File: src/rtl/whack_pkg.sv
// whack_pkg: state encoding, LFSR constants and delay base shared by whack_round_ctrl.
package whack_pkg;

  typedef enum logic [2:0] {
    StIdle,
    StDelay,
    StShow,
    StResult,
    StDone
  } state_e;

  localparam logic [15:0] LFSR_SEED = 16'hACE1;
  // Taps 16,15,13,4 expressed as bit positions 15,14,12,3.
  localparam logic [15:0] LFSR_TAPS = 16'hD008;

  localparam int unsigned DELAY_W = 11;
  localparam logic [DELAY_W-1:0] DELAY_BASE_MS = 11'd500;

endpackage

File: src/rtl/ms_tick.sv
// ms_tick: prescaler emitting a one-cycle pulse every CLK_PER_MS clocks; i_clr restarts it at 0.
module ms_tick #(
  parameter int unsigned CLK_PER_MS = 50000
) (
  input  logic i_clk,
  input  logic i_rst_n,
  input  logic i_clr,
  output logic o_tick
);

  localparam int unsigned CNT_W = (CLK_PER_MS > 1) ? $clog2(CLK_PER_MS) : 1;
  localparam logic [CNT_W-1:0] LAST = CNT_W'(CLK_PER_MS - 1);

  logic [CNT_W-1:0] r_cnt;

  always_ff @(posedge i_clk or negedge i_rst_n) begin
    if (!i_rst_n) begin
      r_cnt <= '0;
    end else if (i_clr || (r_cnt == LAST)) begin
      r_cnt <= '0;
    end else begin
      r_cnt <= r_cnt + CNT_W'(1);
    end
  end

  assign o_tick = (r_cnt == LAST) && !i_clr;

endmodule

File: src/rtl/whack_round_ctrl.sv
// whack_round_ctrl: whack-a-mole round sequencer with random delay, reaction timing and scoring.
// Optional WHACK_PENALTY_EN: a wrong-mole hit during SHOW counts as a miss and ends the round.
module whack_round_ctrl
  import whack_pkg::*;
#(
  parameter int unsigned NUM_MOLES  = 18,
  parameter int unsigned TIME_W     = 12,
  parameter int unsigned CLK_PER_MS = 50000,
  parameter int unsigned ROUNDS     = 10,
  parameter int unsigned SCORE_W    = 8
) (
  input  logic                 clk,
  input  logic                 reset,
  input  logic                 play,
  input  logic [NUM_MOLES-1:0] hit,
  input  logic [TIME_W-1:0]    timeout_ms,
  output logic [NUM_MOLES-1:0] mole_led,
  output logic [TIME_W-1:0]    react_ms,
  output logic                 react_valid,
  output logic [SCORE_W-1:0]   score,
  output logic [SCORE_W-1:0]   misses,
  output logic                 busy,
  output logic                 game_over
);

  localparam int unsigned IDX_W = $clog2(NUM_MOLES);
  localparam int unsigned RND_W = $clog2(ROUNDS + 1);

  state_e               r_state, w_state_d;
  logic [15:0]          r_lfsr;
  logic                 r_play_q;
  logic [IDX_W-1:0]     r_idx, r_prev_idx, w_mod, w_sel;
  logic [DELAY_W-1:0]   r_delay_ms, r_delay_tgt;
  logic [TIME_W-1:0]    r_ms, r_timeout;
  logic [RND_W-1:0]     r_round;
  logic [NUM_MOLES-1:0] w_onehot;
  logic                 w_tick, w_clr, w_play_rise, w_start;
  logic                 w_hit_ok, w_penalty, w_score_inc, w_miss_inc;

  ms_tick #(
    .CLK_PER_MS (CLK_PER_MS)
  ) u_ms_tick (
    .i_clk   (clk),
    .i_rst_n (reset),
    .i_clr   (w_clr),
    .o_tick  (w_tick)
  );

  assign w_clr       = (w_state_d != r_state);
  assign w_play_rise = play && !r_play_q;
  assign w_start     = (r_state == StIdle || r_state == StDone) && w_play_rise;

  // Avoid repeating the previous mole by stepping to the next index.
  assign w_mod = IDX_W'({16'd0, r_lfsr} % NUM_MOLES);
  assign w_sel = (w_mod != r_prev_idx) ? w_mod :
                 (w_mod == IDX_W'(NUM_MOLES - 1)) ? '0 : w_mod + IDX_W'(1);

  assign w_onehot = NUM_MOLES'(1) << r_idx;
  assign w_hit_ok = hit[r_idx];

`ifdef WHACK_PENALTY_EN
  assign w_penalty = |(hit & ~w_onehot);
`else
  assign w_penalty = 1'b0;
`endif

  always_comb begin
    w_state_d   = r_state;
    w_score_inc = 1'b0;
    w_miss_inc  = 1'b0;
    case (r_state)
      StIdle, StDone: if (w_play_rise) w_state_d = StDelay;
      StDelay:        if (r_delay_ms == r_delay_tgt) w_state_d = StShow;
      StShow: begin
        if (w_penalty) begin
          w_miss_inc = 1'b1;
          w_state_d  = StResult;
        end else if (w_hit_ok) begin
          w_score_inc = 1'b1;
          w_state_d   = StResult;
        end else if (r_ms == r_timeout) begin
          w_miss_inc = 1'b1;
          w_state_d  = StResult;
        end
      end
      StResult: w_state_d = (r_round == RND_W'(ROUNDS - 1)) ? StDone : StDelay;
      default:  w_state_d = StIdle;
    endcase
  end

  always_ff @(posedge clk or negedge reset) begin
    if (!reset) begin
      r_state       <= StIdle;
      r_lfsr        <= LFSR_SEED;
      r_play_q      <= 1'b0;
      r_idx         <= '0;
      r_prev_idx    <= '0;
      r_delay_ms    <= '0;
      r_delay_tgt   <= '0;
      r_ms          <= '0;
      r_timeout     <= '0;
      r_round       <= '0;
      react_ms      <= '0;
      react_valid   <= 1'b0;
      score         <= '0;
      misses        <= '0;
    end else begin
      r_state     <= w_state_d;
      r_lfsr      <= {r_lfsr[14:0], ^(r_lfsr & LFSR_TAPS)};
      r_play_q    <= play;
      react_valid <= 1'b0;

      if (w_state_d == StDelay && r_state != StDelay) begin
        r_delay_tgt <= DELAY_BASE_MS + {1'b0, r_lfsr[9:0]};
        r_delay_ms  <= '0;
      end else if (r_state == StDelay && w_tick) begin
        r_delay_ms <= r_delay_ms + DELAY_W'(1);
      end

      if (r_state == StDelay && w_state_d == StShow) begin
        r_idx      <= w_sel;
        r_prev_idx <= w_sel;
        r_ms       <= '0;
        r_timeout  <= (timeout_ms == '0) ? TIME_W'(1) : timeout_ms;
      end else if (r_state == StShow && w_tick && r_ms != '1) begin
        r_ms <= r_ms + TIME_W'(1);
      end

      if (w_start) begin
        score   <= '0;
        misses  <= '0;
        r_round <= '0;
      end else begin
        if (w_score_inc) begin
          react_ms    <= r_ms;
          react_valid <= 1'b1;
          if (score != '1) score <= score + SCORE_W'(1);
        end
        if (w_miss_inc && misses != '1) misses <= misses + SCORE_W'(1);
        if (r_state == StResult) r_round <= r_round + RND_W'(1);
      end
    end
  end

  assign mole_led  = (r_state == StShow) ? w_onehot : '0;
  assign busy      = (r_state == StDelay) || (r_state == StShow) || (r_state == StResult);
  assign game_over = (r_state == StDone);

endmodule
File: config.mk
export PLATFORM = sky130hd
export DESIGN_NAME = whack_round_ctrl
export DESIGN_NICKNAME = d
export VERILOG_FILES = /design/src/rtl/whack_pkg.sv /design/src/rtl/ms_tick.sv /design/src/rtl/whack_round_ctrl.sv
export SDC_FILE = /design/constraint.sdc
export NUM_CORES = 1
export LEC_CHECK = 0
export ABC_AREA = 1
export BUFFER_PORTS_ARGS = -buffer_cell sky130_fd_sc_hd__buf_2
export CAP_MARGIN = 20
export CORE_ASPECT_RATIO = 1.5
export CORE_MARGIN = 1
export CORE_UTILIZATION = 30
export CTS_CLUSTER_SIZE = 40
export DETAILED_ROUTE_END_ITERATION = 10
export PLACE_DENSITY = 0.45
export SLEW_MARGIN = 5
export SYNTH_ARGS = -nofsm -noshare
export SYNTH_HDL_FRONTEND = slang
export SYNTH_SLANG_ARGS = --single-unit
File: constraint.sdc
create_clock -name clk -period 11.4 [get_ports clk]
set_clock_uncertainty 0.05 [all_clocks]
set_input_delay 0 -clock clk [delete_from_list [all_inputs] [get_ports clk]]
set_output_delay 0 -clock clk [all_outputs]
set_load 0.03 [all_outputs]
==> key figures <==
Timing
  – Final setup fails: 0
  – Max-slew violations: 0
  – Tightest Pin Transition: 0.829 ns
  – F_max: 0.0963 GHz
  – Fin. Hold Viols: 0
  – Setup tns final: 0 ns
  – WHS: 0.130 ns
  – Unrepaired setup endpoints after global routing: no
  – Crit share post-route: 91.1%
  – Max-slew headroom: 44.8%
  – Tmin final: 10.39 ns

Global route
  – Vias in the first global route: 11300
  – Largest net degree at the start of global routing: 63
  – Global-route wire length before repair: 55800 microns
  – Initial antenna violation count: 0
  – GR Overflow Total: 0
  – Gr usage total: 17.2%

Yosys
  – Count of different cell masters after synthesis: 66
  – Post-synth ARST share: 100%
  – Primary FF master, synth: dfrtp_1
  – Yosys top cell by area: dfrtp_1
  – Yosys reg bits: 120
  – EDFF count, synth: 0
  – Most common cell in the synthesized netlist: nand2_1
  – Post-synthesis sequential area ratio: 25.3%
  – Top cells by count, synth: nand2_1, inv_1, nor2_1
  – Syn_nets: 1815
  – Cells after synthesis: 1767
  – Top cells by area, synth: dfrtp_1, nand2_1, inv_1
  – Top-area cell type share of the netlist area: 23.5%
  – Post-Syn Area per Cell: 6.75 sq um
  – Post-Syn Area: 11900 sq um
  – Warnings, synthesis: 0

Outcome
  – Outcome: complete, no violations

CTS
  – Clk Latency, worst-skew pair: 0.43 ns
  – H-tree depth: 4
  – CTS Buf Count: 17
  – CTS tree: yes
  – Clk buf depth: 2
  – Clock transition at path regs: 0.06 ns
  – Clk sinks: 120
  – CTS root buffer: clkbuf_16

Critical path
  – Worst Setup Start Kind: flip-flop
  – Critical Path Most Common Cell: nand2_1
  – Worst r2r src: r_lfsr[14]$_DFF_PN0_
  – Slowest stage delay, CP: 0.45 ns
  – Slowest CP cell: dfrtp_1
  – WP data arrival: 10.65 ns
  – CP max FO: 13
  – CP startpoint: r_lfsr[14]$_DFF_PN0_
  – WS Path Type: flip-flop to flip-flop
  – Worst Setup End Kind: flip-flop
  – Req. time, crit path: 11.66 ns

Power
  – LEAKAGE: 7.65 nW
  – Pwr per Cell Area: 82.1 nW/um^2
  – Maximum VDD drop: 0.110 mV
  – Tot Pwr: 0.00114 W

Finish
  – Area grow syn2layout: 16.4%
  – Nets: 1940
  – Multi-input logic area: 7860 sq um
  – Post-Layout Cell Count: 2403
  – Fin area: 13900 sq um
  – Antenna diodes: 0
  – Fillcell total: 4267
  – Layout cells sized above 1: 22.6%
  – Register area: 3010 sq um

Min path
  – Worst Hold Class: primary input to async pin

Route
  – WL/cell: 14.4 microns
  – Antenna Violating Nets Remaining: 0
  – First-pass DRT Iterations: 5
  – Wirelength, routed: 34600 microns
  – Initial DRC Count: 461
  – Vias per inst: 4.82
  – DRC: 0
  – Detailed-route via count: 11600

Die
  – # rows: 89
  – # IOs: 82
  – Initial Utilization: 30.3%
  – Die area: 40600 sq um
  – Die W: 165 microns
  – Chip height: 246 microns
  – CORE AREA: 39300 sq um

Placement
  – Post-DP HPWL: 27500 microns
  – DP Area: 12800 sq um
  – PortBufs: 81
  – Cell count after placement: 2327
  – GPL Wtd Cong: 0.880

Flow run
  – Number of max-cap violations: 0
where the power goes:
| part | leakage (nW) | internal, W | total (W) | switching (W) |
|---|---|---|---|---|
| Clock | 0.283 | 0.000345 | 0.000537 | 0.000192 |
| Combinational | 5.83 | 0.0000452 | 0.000127 | 0.0000814 |
| Sequential | 1.54 | 0.000454 | 0.000475 | 0.0000207 |
| Total | 7.65 | 0.000845 | 0.00114 | 0.000295 |
cell usage in the layout (no fill, tap or decap), types with 5 or more instances in the layout:
cell type,netlist,routed
nand3_4,9,16
o21a_1,6,6
nor3b_1,9,9
nand4_2,6,6
clkinv_4,4,5
nor2_2,24,26
nand3_2,43,43
dfstp_2,8,8
dlygate4sd3_1,0,14
nand2_1,463,460
nor2_1,179,175
buf_4,3,36
a31oi_1,7,7
nand4_4,4,6
clkinv_2,3,7
nor2_8,8,8
o21ai_0,56,55
nand4_1,59,59
nor2_4,15,17
nand3_1,159,155
a21oi_1,38,37
nand3b_1,8,8
nand2_4,28,29
inv_1,215,214
buf_2,0,80
dfrtp_1,112,111
nor3_1,44,44
nor4_1,9,9
nand2_2,73,74
clkbuf_16,0,17
a211oi_1,5,5
ha_1,15,15
o21ai_1,4,5
xnor2_1,11,11
xor2_1,35,35
inv_2,16,17
or2_2,8,8
clkinv_1,7,7
final cells by class:
type                    count  share of cell area [%]
inverters                 249                    7.15
well taps                 500                    4.51
clock inverters             9                   0.910
repair buffers            130                    5.84
multi-input cells        1374                    56.6
flip-flops and latches    120                    21.7
clock buffers              21                    3.24
layer usage:
metal	GRT usage, %	wire (microns)	vias to the layer above	share of wire [%]
met2	34.8	19600	151	57
met4	6.07	819	0	2.4
met5	0	0	-	0
met3	2.05	602	52	1.7
li1	-	-	6011	-
met1	17.5	13600	5376	39
worst max-delay path, delay by kind of cell (launching register included):
family / cells / cell delay [ns]
and+or+nand+nor: 65 / 7.99
buffers and inverters: 8 / 0.91
AOI/OAI and AO/OA: 3 / 0.48
DFF: 1 / 0.45
adders and majority gates: 2 / 0.37
state kept, by name, summed over array words and instances, names as in the netlist:
signal / count
r_round: 4
react_valid: 1
score: 8
r_ms: 12
r_lfsr: 16
r_state: 3
r_play_q: 1
u_ms_tick.r_cnt: 16
r_delay_tgt: 11
r_delay_ms: 11
react_ms: 12
r_timeout: 12
r_prev_idx: 5
misses: 8
through the flow:
step,utilization (%),worst slack [ns]
after CTS,34.3,0.0791
after detailed placement,32.4,-0.165
after global routing,35.3,0.00927
after global placement,32.4,0.0529
final,35.3,1.01
after floorplan,-,2.42
cells by family after synthesis:
logic type	share of synthesized area, %
xor gates and xnor gates	3.51
adders and majority gates	1.57
DFF	25.3
AOI/OAI and AO/OA	7.55
and+or+nand+nor	51.5
buffers and inverters	10.6
what timing repair did:
| item | 4_1_cts | 5_1_grt |
|---|---|---|
| cloned | 0 | 5 |
| setup endpoints to repair | 5 | 5 |
| setup buffers | 0 | 27 |
| pin swaps | 0 | 13 |
| endpoints found under the hold margin | 64 | 0 |
| gates resized for setup | 2 | 28 |
| hold buffers | 14 | 0 |
path summary, 6_finish.rpt:
path | end | depth (start not counted) | slack, ns
setup reg to reg | r_prev_idx[4]$_DFFE_PN0P_ | 78 | 1.01
hold / removal | r_timeout[10]$_DFFE_PN0P_ | 2 | 0.13
max in group asynchronous | r_prev_idx[2]$_DFFE_PN0P_ | 3 | 9.83
setup / recovery | r_prev_idx[4]$_DFFE_PN0P_ | 78 | 1.01
min in group clk | r_play_q$_DFF_PN0_ | 2 | 0.18
hold reg to reg | r_lfsr[11]$_DFF_PN1_ | 0 | 0.36
(Power assumes the default switching activity.)
